### config.mk
export PLATFORM = sky130hd
export DESIGN_NAME = dp_op_sequencer_flat
export DESIGN_NICKNAME = d
export VERILOG_FILES = /design/src/rtl/dp_op_sequencer_if.sv /design/src/rtl/dp_op_sequencer.sv /design/src/flat_wrapper.sv
export SDC_FILE = /design/constraint.sdc
export NUM_CORES = 1
export LEC_CHECK = 0
export ABC_AREA = 1
export CORE_UTILIZATION = 45
export DETAILED_ROUTE_END_ITERATION = 8
export PLACE_DENSITY = 0.84
export SLEW_MARGIN = 25
export SYNTH_ARGS = -nofsm -noshare
export SYNTH_HDL_FRONTEND = slang
export SYNTH_SLANG_ARGS = --single-unit
### constraint.sdc
create_clock -name clk -period 4.85 [get_ports clk]
set_clock_uncertainty 0.1 [all_clocks]
set_input_delay 0.97 -clock clk [delete_from_list [all_inputs] [get_ports clk]]
set_output_delay 0.97 -clock clk [all_outputs]
set_load 0.01 [all_outputs]
### src/rtl/dp_op_sequencer_if.sv
// Command/result handshake bundle between a client and dp_op_sequencer.
// master = command producer / result consumer, slave = the sequencer.
interface dp_op_sequencer_if #(
  parameter int WIDTH = 16,
  parameter int REP_W = 4
);
  logic             cmd_valid;
  logic             cmd_ready;
  logic [2:0]       cmd_opcode;
  logic [WIDTH-1:0] cmd_a;
  logic [WIDTH-1:0] cmd_b;
  logic [REP_W-1:0] cmd_rep;
  logic             res_valid;
  logic             res_ready;
  logic [WIDTH-1:0] res_y;
  logic             res_co;

  modport master (
    output cmd_valid, cmd_opcode, cmd_a, cmd_b, cmd_rep, res_ready,
    input  cmd_ready, res_valid, res_y, res_co
  );

  modport slave (
    input  cmd_valid, cmd_opcode, cmd_a, cmd_b, cmd_rep, res_ready,
    output cmd_ready, res_valid, res_y, res_co
  );
endinterface

### src/rtl/dp_op_sequencer.sv
// Command-side sequencer for the 16-bit arithmetic datapath: issues an op, chains Y back
// into A for cmd_rep passes, returns the final Y/co. CO_STICKY_EN makes res_co the OR over all passes.
module dp_op_sequencer #(
  parameter int WIDTH  = 16,
  parameter int REP_W  = 4,
  parameter int DP_LAT = 1
) (
  input  logic              clk,
  input  logic              rst,
  dp_op_sequencer_if.slave  bus,
  output logic [2:0]        dp_opcode,
  output logic [WIDTH-1:0]  dp_a,
  output logic [WIDTH-1:0]  dp_b,
  input  logic [WIDTH-1:0]  dp_y,
  input  logic              dp_co,
  output logic              busy
);

  localparam logic [1:0] IDLE  = 2'd0;
  localparam logic [1:0] ISSUE = 2'd1;
  localparam logic [1:0] WAIT  = 2'd2;
  localparam logic [1:0] RESP  = 2'd3;

  localparam int LAT_W = (DP_LAT < 2) ? 1 : $clog2(DP_LAT + 1);

  logic [1:0]       state_r;
  logic [REP_W-1:0] pass_cnt_r;
  logic [LAT_W-1:0] wait_cnt_r;
  logic             carry_r;
  logic             carry_nxt_s;

  // Carry value to record for the pass completing this cycle.
  always_comb begin
    carry_nxt_s = dp_co;
`ifdef CO_STICKY_EN
    carry_nxt_s = carry_r | dp_co;
`else
    carry_nxt_s = dp_co;
`endif
  end

  // Sequencer FSM with all outputs registered.
  always_ff @(posedge clk or posedge rst) begin
    if (rst) begin
      state_r       <= IDLE;
      pass_cnt_r    <= {REP_W{1'b0}};
      wait_cnt_r    <= {LAT_W{1'b0}};
      carry_r       <= 1'b0;
      bus.cmd_ready <= 1'b1;
      bus.res_valid <= 1'b0;
      bus.res_y     <= {WIDTH{1'b0}};
      bus.res_co    <= 1'b0;
      dp_opcode     <= 3'd0;
      dp_a          <= {WIDTH{1'b0}};
      dp_b          <= {WIDTH{1'b0}};
      busy          <= 1'b0;
    end else begin
      case (state_r)
        IDLE: begin
          if (bus.cmd_valid) begin
            dp_opcode     <= bus.cmd_opcode;
            dp_a          <= bus.cmd_a;
            dp_b          <= bus.cmd_b;
            pass_cnt_r    <= (bus.cmd_rep == {REP_W{1'b0}}) ? REP_W'(1) : bus.cmd_rep;
            carry_r       <= 1'b0;
            bus.cmd_ready <= 1'b0;
            busy          <= 1'b1;
            state_r       <= ISSUE;
          end else begin
            state_r       <= IDLE;
          end
        end
        ISSUE: begin
          wait_cnt_r <= LAT_W'(DP_LAT);
          state_r    <= WAIT;
        end
        WAIT: begin
          // The pass completes on the edge where the wait counter reaches zero.
          if (wait_cnt_r > LAT_W'(1)) begin
            wait_cnt_r <= wait_cnt_r - LAT_W'(1);
          end else begin
            wait_cnt_r <= {LAT_W{1'b0}};
            pass_cnt_r <= pass_cnt_r - REP_W'(1);
            carry_r    <= carry_nxt_s;
            if (pass_cnt_r == REP_W'(1)) begin
              bus.res_y     <= dp_y;
              bus.res_co    <= carry_nxt_s;
              bus.res_valid <= 1'b1;
              state_r       <= RESP;
            end else begin
              dp_a          <= dp_y;
              state_r       <= ISSUE;
            end
          end
        end
        RESP: begin
          if (bus.res_ready) begin
            bus.res_valid <= 1'b0;
            bus.cmd_ready <= 1'b1;
            busy          <= 1'b0;
            state_r       <= IDLE;
          end else begin
            state_r       <= RESP;
          end
        end
        default: begin
          bus.res_valid <= 1'b0;
          bus.cmd_ready <= 1'b1;
          busy          <= 1'b0;
          state_r       <= IDLE;
        end
      endcase
    end
  end

endmodule
### src/flat_wrapper.sv
// flat-port wrapper written by rule: the top's interface ports become plain ports
module dp_op_sequencer_flat 
#(
  parameter int WIDTH  = 16,
  parameter int REP_W  = 4,
  parameter int DP_LAT = 1
)
  (clk, rst, dp_opcode, dp_a, dp_b, dp_y, dp_co, busy, bus_cmd_valid, bus_cmd_opcode, bus_cmd_a, bus_cmd_b, bus_cmd_rep, bus_res_ready, bus_cmd_ready, bus_res_valid, bus_res_y, bus_res_co);
  dp_op_sequencer_if #(.WIDTH(WIDTH), .REP_W(REP_W)) bus_i ();
  input  logic clk;
  input  logic rst;
  output logic [2:0] dp_opcode;
  output logic [WIDTH-1:0] dp_a;
  output logic [WIDTH-1:0] dp_b;
  input  logic [WIDTH-1:0] dp_y;
  input  logic dp_co;
  output logic busy;
  input wire logic [$bits(bus_i.cmd_valid)-1:0] bus_cmd_valid;
  input wire logic [$bits(bus_i.cmd_opcode)-1:0] bus_cmd_opcode;
  input wire logic [$bits(bus_i.cmd_a)-1:0] bus_cmd_a;
  input wire logic [$bits(bus_i.cmd_b)-1:0] bus_cmd_b;
  input wire logic [$bits(bus_i.cmd_rep)-1:0] bus_cmd_rep;
  input wire logic [$bits(bus_i.res_ready)-1:0] bus_res_ready;
  output wire logic [$bits(bus_i.cmd_ready)-1:0] bus_cmd_ready;
  output wire logic [$bits(bus_i.res_valid)-1:0] bus_res_valid;
  output wire logic [$bits(bus_i.res_y)-1:0] bus_res_y;
  output wire logic [$bits(bus_i.res_co)-1:0] bus_res_co;
  assign bus_i.cmd_valid = bus_cmd_valid;
  assign bus_i.cmd_opcode = bus_cmd_opcode;
  assign bus_i.cmd_a = bus_cmd_a;
  assign bus_i.cmd_b = bus_cmd_b;
  assign bus_i.cmd_rep = bus_cmd_rep;
  assign bus_i.res_ready = bus_res_ready;
  assign bus_cmd_ready = bus_i.cmd_ready;
  assign bus_res_valid = bus_i.res_valid;
  assign bus_res_y = bus_i.res_y;
  assign bus_res_co = bus_i.res_co;
  dp_op_sequencer #(.WIDTH(WIDTH), .REP_W(REP_W), .DP_LAT(DP_LAT)) u_core (.clk(clk), .rst(rst), .bus(bus_i), .dp_opcode(dp_opcode), .dp_a(dp_a), .dp_b(dp_b), .dp_y(dp_y), .dp_co(dp_co), .busy(busy));
endmodule
# --- Word-level counts from Yosys, hierarchy flattened ---
# Index checks and enable logic that the tools add are counted.
word_totals:
  ff_bits: 62
  latch_bits: 0
  ram_bits: 0
  mem_bits_ro: 0
  output_inout_bits: 55
  mem_count: 0
classes:
  n_addsub: 2
  multipliers: 0
  div_mod_pow: 0
  n_lt_le_gt_ge: 1
  n_eq_ne: 9
  shifts: 0
  muxes: 24
  bitwise_logic: 1
  reduce_logical: 12
op_table:
  columns: ["op", "count"]
  rows:
  - ["$mux 16", 3]
  - ["$pmux 16 s2", 1]
  - ["$mux 4", 3]
  - ["$reduce_and 3->1", 3]
  - ["$mux 1", 8]
  - ["$ne 2x2->1 const B", 4]
  - ["$pmux 1 s2", 4]
  - ["$pmux 2 s4", 1]
  - ["$pmux 4 s2", 1]
  - ["$reduce_and 4->1", 2]
  - ["$reduce_bool 2->1", 4]
  - ["$mux 2", 3]
  - ["$eq 2x2->1 const B", 2]
  - ["$eq 4x1->1 const B", 1]
  - ["$logic_not 4->1", 1]
  - ["$sub 4x1->4 const B", 1]
  - ["$eq 2x1->1 const B", 1]
  - ["$logic_not 2->1", 1]
  - ["$ne 2x1->1 const B", 1]
  - ["$reduce_and 2->1", 1]
  - ["$gt 1x1->1 const B", 1]
  - ["$not 1->1", 1]
  - ["$sub 1x1->1 const B", 1]

# --- Longest topological paths before layout ---
# Gate-level depths: netlist of run 1.
logic_depth:
  word_depth: 4
  ltp_mapped: 8
  depth_no_buf: 7

# --- Least setup slack after synthesis of run 1 ---
# Ideal clock, no wire load.
synth_path:
  kind: "input to register"
  start: "in bus_cmd_valid"
  end: "reg u_core.pass_cnt_r[3]"
  t_arrival_ps: 1478
  required_ps: 4635
  setup_slack_ps: 3157
  cell_stages: 6
  n_path_buf: 1
  path_cell_list: "nand3_2 -> nand2_4 -> buf_6 -> nand2_1 -> nor2_1 -> nor2_1"
synth_between:
  elab_chain_len: 2
synth_lines:
  columns: ["element", "line_no", "rtl"]
  rows:
  - ["from (decl)", "flat_wrapper.sv:18", "input wire logic [$bits(bus_i.cmd_valid)-1:0] bus_cmd_valid;"]
  - ["$ne 2x2->1 (no line)", null, null]
  - ["$reduce_and 3->1 (no line)", null, null]
  - ["to (signal assigned)", "dp_op_sequencer.sv:46", "pass_cnt_r <= {REP_W{1'b0}};"]
  - ["to (signal assigned)", "dp_op_sequencer.sv:64", "pass_cnt_r <= (bus.cmd_rep == {REP_W{1'b0}}) ? REP_W'(1) : bus.cmd_rep;"]
  - ["to (signal assigned)", "dp_op_sequencer.sv:83", "pass_cnt_r <= pass_cnt_r - REP_W'(1);"]
  - ["to (decl)", "dp_op_sequencer.sv:27", "logic [REP_W-1:0] pass_cnt_r;"]
# No other way between the ends.
# A chain may end at the register's enable or synchronous reset.

# --- Worst setup path after layout of run 1 ---
layout_path:
  start: "in bus_cmd_valid"
  end: "reg u_core.pass_cnt_r[1]"
# Same word-level chain as after synthesis.

==> results of run 1 <==
==> path summary, 6_finish.rpt <==
check,from,end,slack (ns)
worst max-delay path,bus_cmd_valid,u_core.pass_cnt_r[1],2.26
worst min-delay path,u_core.dp_a[5],u_core.dp_a[5],0.37
worst max register to register,u_core.state_r[0],u_core.dp_a[8],2.43
worst min register to register,u_core.dp_a[5],u_core.dp_a[5],0.37
max in group asynchronous,rst,u_core.bus.res_y[13],2.87
min in group asynchronous,rst,u_core.pass_cnt_r[0],0.94
==> cells in the mapped netlist <==
master	count	share of area, %
nand3_2	1	0.37
inv_1	31	4.3
nand2_4	2	0.83
nand2_2	1	0.23
buf_6	5	2.1
buf_1	1	0.14
dfstp_2	1	0.97
o21ai_1	23	4.2
a21oi_1	1	0.18
nor3_1	2	0.37
nand3_4	1	0.65
nor2_1	9	1.2
o211ai_2	1	0.46
ha_1	2	0.92
nand3_1	19	3.5
buf_2	9	1.7
nand2_1	136	19
clkbuf_1	1	0.14
inv_2	1	0.14
o211ai_1	1	0.28
nor2_4	1	0.41
dfrtp_1	60	55
or2_2	1	0.23
o21ai_0	14	2.6
==> final cells by class <==
cell class	instances	area (µm²)	area share, %
clock buffer	15	196.4	4.861
inverter	32	120.1	2.972
multi-input combinational	215	958.4	23.72
sequential	61	1528	37.80
tap	72	90.09	2.229
timing repair buffer	115	1149	28.42
==> sequential cells by signal, indices dropped and copies added (netlist names) <==
name	count
u_core.bus.res_valid	1
u_core.dp_a	16
u_core.busy	1
u_core.dp_opcode	3
u_core.bus.cmd_ready	1
u_core.pass_cnt_r	4
u_core.bus.res_co	1
u_core.dp_b	16
u_core.state_r	2
u_core.bus.res_y	16
==> worst max-delay path, cell delays in order <==
cell,delay (ns)
clkdlybuf4s50_1,0.47
nand3_2,0.39
inv_1,0.65
nand2_1,0.14
o211ai_2,0.10
==> cells by family after synthesis <==
| logic type | Yosys count | share of synthesized area, % |
|---|---|---|
| AO/OA/AOI/OAI | 40 | 7.742 |
| buffers and inverters | 48 | 8.432 |
| AND/OR/NAND/NOR | 173 | 26.64 |
| flip-flops | 61 | 56.27 |
| adder cells (fa/ha/maj) | 2 | 0.9215 |
==> power breakdown <==
part	leakage (nW)	switching, mW	total (mW)	internal (mW)
sequential	0.726	0.138	0.894	0.756
combinational	1.20	0.600	1.19	0.588
clock	0.102	0.188	0.441	0.253
total	2.02	0.926	2.52	1.60
==> stage by stage <==
stage | util (%) | setup slack [ns] | hold slack (ns)
4_1_cts | 71.21 | 2.250 | 0.3757
6_report | 71.21 | 2.262 | 0.3724
2_1_floorplan | - | 2.269 | 0.4038
3_5_place_dp | 67.75 | 1.916 | 0.3606
5_1_grt | 71.21 | 2.040 | 0.3914
3_3_place_gp | 67.75 | 1.952 | 0.3543
==> layer usage <==
metal | share of wire, % | global-route usage, % | vias up
li1 | - | - | 1225
met1 | 43 | 30.15 | 1124
met2 | 48 | 37.26 | 86
met3 | 5.7 | 3.429 | 15
met4 | 2.4 | 12.73 | 0
met5 | 0 | 0 | -
==> flow_summary.ini, run 1 <==
[die]
rows = 27
chipHeight_um = 79.68
initial_utilization_pct = 47.84
ios = 115
die_w_um = 79.68
core_um2 = 5675
dieArea_um2 = 6348

[global_route]
grt_usage_pct = 23.24
grt_pass1_vias = 2291
antenna_found_initial = 0
grt_max_degree = 54
gr-total-overflow = 0
grt_pass1_wl_mm = 11.00

[setup_path]
worst_setup_path_start_kind = primary input
arrival_ns = 2.74
reg2reg_depth = 7
worst_ep_required_time_ns = 5.00
cp_max_fo = 23
endpoint_kind = flip-flop
worstSetupPathType = primary input to flip-flop

[sta]
rsz0062_at_grt = false
relSlewSlack_pct = 52.58
hold_violations = 0
timing.fmax_mhz = 386.3
period_needed_ns = 2.588
slew_violations = 0
fin_crit_sh_pct = 53.37
setup_viol = 0
final.setup.tns_ns = 0
tightestPinTransition_ns = 0.7089

[placement]
hpwlAfterDp_mm = 4.787
placed_area_um2 = 3845
placedCellCount = 495
port_buffers = 114
routabilityCongestion = 0.7885

[final_layout]
final_cell_mix = 136 x nand2_1, 114 x clkdlybuf4s50_1, 60 x dfrtp_1, 30 x inv_1, 23 x o21ai_1
nFillCells = 440
final_area_um2 = 4041
final_common_cell = nand2_1
fin_cells = 510
nets = 496
drive_above_1_share_pct = 5.936
antenna_cells = 0
syn2layout_area_growth_pct = 48.85

[clock_network]
insertion_delay_ns = 0.33
cts_root_buffer = clkbuf_8
h-tree-depth = 3
clkSinkCount = 61
post_cts_buffers = 0
postCtsHoldBufs = 0
cts_buffer_depth = 2
cts_tree = done
post_cts_resized = 0
numCtsBuffers = 9
path_clk_slew_ns = 0.07

[hold_path]
hold_class = flip-flop to flip-flop
hold_path_depth = 2

[detailed_routing]
viasPerCell = 4.804
finalWirelength_mm = 6.825
wl_per_cell_um = 13.38
drtAntennaViolNets = 0
dr.first_iter.drc_count = 141
vias = 2450
drc = 0
first_pass_iters = 5

[logic_synthesis]
synth_fp_nets = 386
yosysWarnings = 0
synth.distinct_cells = 24
ys_seq_elements = 61
postSynthCellCount = 324
synth_seq_area_share_pct = 56.27
synth_area_um2 = 2715
avgSynthCellArea_um2 = 8.380

[pwr]
ir_drop_mv = 0.3743
leakage_nw = 2.023
total_power_mw = 2.523
cellPowerDensity_nw_per_um2 = 624.4

[outcome]
outcome = complete, no violations

[run]
drv_cap = 0
No activity file was read; power rests on OpenSTA's default activity.
==> inputs of run 2 (changes only) <==
Settings changed: CORE_UTILIZATION 45 to 42, PLACE_DENSITY 0.84 to 0.79.
Clock period 4.85 ns to 2.4 ns, I/O delays scaled along.
==> flow_summary.ini, run 2 (synthesis results as in run 1) <==
[placement]
placedCellCount = 503
dp_slack_ns = 0.3533
port_buffers = 114
hpwlAfterDp_mm = 4.848
routabilityCongestion = 0.7773

[final_layout]
antenna_cells = 0
nFillCells = 507
final_common_cell = nand2_1
nets = 501
fin_cells = 518
final_cell_mix = 136 x nand2_1, 114 x clkdlybuf4s50_1, 60 x dfrtp_1, 30 x inv_1, 23 x o21ai_1
reg.largest.list = u_core.bus.res_y x16, u_core.dp_a x16, u_core.dp_b x16
syn2layout_area_growth_pct = 50.92
drive_above_1_share_pct = 7.223

[sta]
period_needed_ns = 1.969
slew_violations = 0
tightestPinTransition_ns = 0.3701
setup_viol = 0
fin_crit_sh_pct = 82.03
rsz0062_at_grt = false
timing.fmax_mhz = 508.0
hold_violations = 0
final.setup.tns_ns = 0
relSlewSlack_pct = 75.29
fin_ws_ns = 0.4313

[detailed_routing]
drc = 0
first_pass_iters = 6
vias = 2496
dr.first_iter.drc_count = 103
wl_per_cell_um = 12.84
viasPerCell = 4.819
finalWirelength_mm = 6.650
drtAntennaViolNets = 0

[clock_network]
h-tree-depth = 3
path_clk_slew_ns = 0.06
cts_root_buffer = clkbuf_8
cts_buffer_depth = 2
numCtsBuffers = 9
clkSinkCount = 61
cts_tree = done
insertion_delay_ns = 0.33
post_cts_buffers = 0
post_cts_resized = 0
postCtsHoldBufs = 0

[global_route]
gr-total-overflow = 0
use_met1_pct = 25.75
grt_usage_pct = 21.63
use_met3_pct = 4.505
grt_max_degree = 39
grt_pass1_vias = 2385
grt_use_met2_pct = 36.69
antenna_found_initial = 0
top_usage_layer = met2
grt_pass1_wl_mm = 10.75

[pwr]
power_frac_seq_pct = 35.3
swShare_pct = 36.22
power.share.combinational_pct = 46.9
total_power_mw = 5.123
p_switching_mw = 1.856
internal_power_mw = 3.268
leakage_nw = 2.050
clockPowerShare_pct = 17.8
ir_drop_mv = 0.6550
cellPowerDensity_nw_per_um2 = 1250

[setup_path]
startpoint = u_core.bus.cmd_ready
worst_path_max_delay_cell = clkdlybuf4s50_1
cpLargestDelayFamily = buffers and inverters
cp_max_fo = 2
worst_ep_required_time_ns = 1.82
r2r_end = u_core.dp_a[13]
worst_setup_path_start_kind = flip-flop
cp_slowest_stage_delay_ns = 0.54
worstSetupPathType = flip-flop to primary output
cp_num_cells = 1
critPathBufInv = 1
rrSetupSlack_ns = 0.70
reg2reg_depth = 6
r2r-start = u_core.pass_cnt_r[1]
worstPathCellList = clkdlybuf4s50_1
endpoint_kind = primary output
arrival_ns = 1.39

[hold_path]
hold_class = primary input to asynchronous set/reset pin

[die]
chipHeight_um = 82.40
initial_utilization_pct = 44.80
dieArea_um2 = 6790
rows = 28
ios = 115
core_um2 = 6061
die_w_um = 82.40

[outcome]
outcome = complete, no violations

[run]
drv_cap = 0
==> run 2: power groups by stage <==
stage / clock network (mW) / registers [mW] / logic (mW)
after CTS: 0.931 / 1.80 / 2.44
after detailed placement: 0 / 1.81 / 2.43
final: 0.912 / 1.81 / 2.40
after floorplan: 0 / 2.00 / 1.09
after global placement: 0 / 1.80 / 2.36
after global routing: 0.973 / 1.87 / 2.69
==> run 2: worst max-delay path by stage <==
stage,to,slack (ns)
final,bus_cmd_ready,0.43
after global routing,bus_cmd_ready,0.38
after CTS,bus_cmd_ready,0.40
after detailed placement,u_core.dp_a[7],0.35
after global placement,u_core.dp_a[6],0.39
after floorplan,u_core.bus.res_co,0.31
==> run 2: cell type report <==
type	count	area [µm²]	share of cell area, %
multi-input cells	215	958.4	23.39
clock buffers	11	151.4	3.695
well taps	75	93.84	2.290
clock inverters	4	47.55	1.160
repair buffers	120	1199	29.25
inverters	32	120.1	2.931
flip-flops and latches	61	1528	37.28
==> run 2: stage by stage <==
stage | cell area [µm²] | utilization [%] | hold WS (ns)
2_1_floorplan | 2715 | - | 0.4038
3_3_place_gp | 3899 | 64.33 | 0.3554
3_5_place_dp | 3899 | 64.33 | 0.3591
4_1_cts | 4098 | 67.61 | 0.3536
5_1_grt | 4098 | 67.61 | 0.3779
6_report | 4098 | 67.61 | 0.3469
==> run 2: metal layers <==
metal / wire (µm) / share of wire, %
met1: 2872 / 43
met5: 0 / 0
met2: 3254 / 49
met3: 372 / 5.6
met4: 150 / 2.3
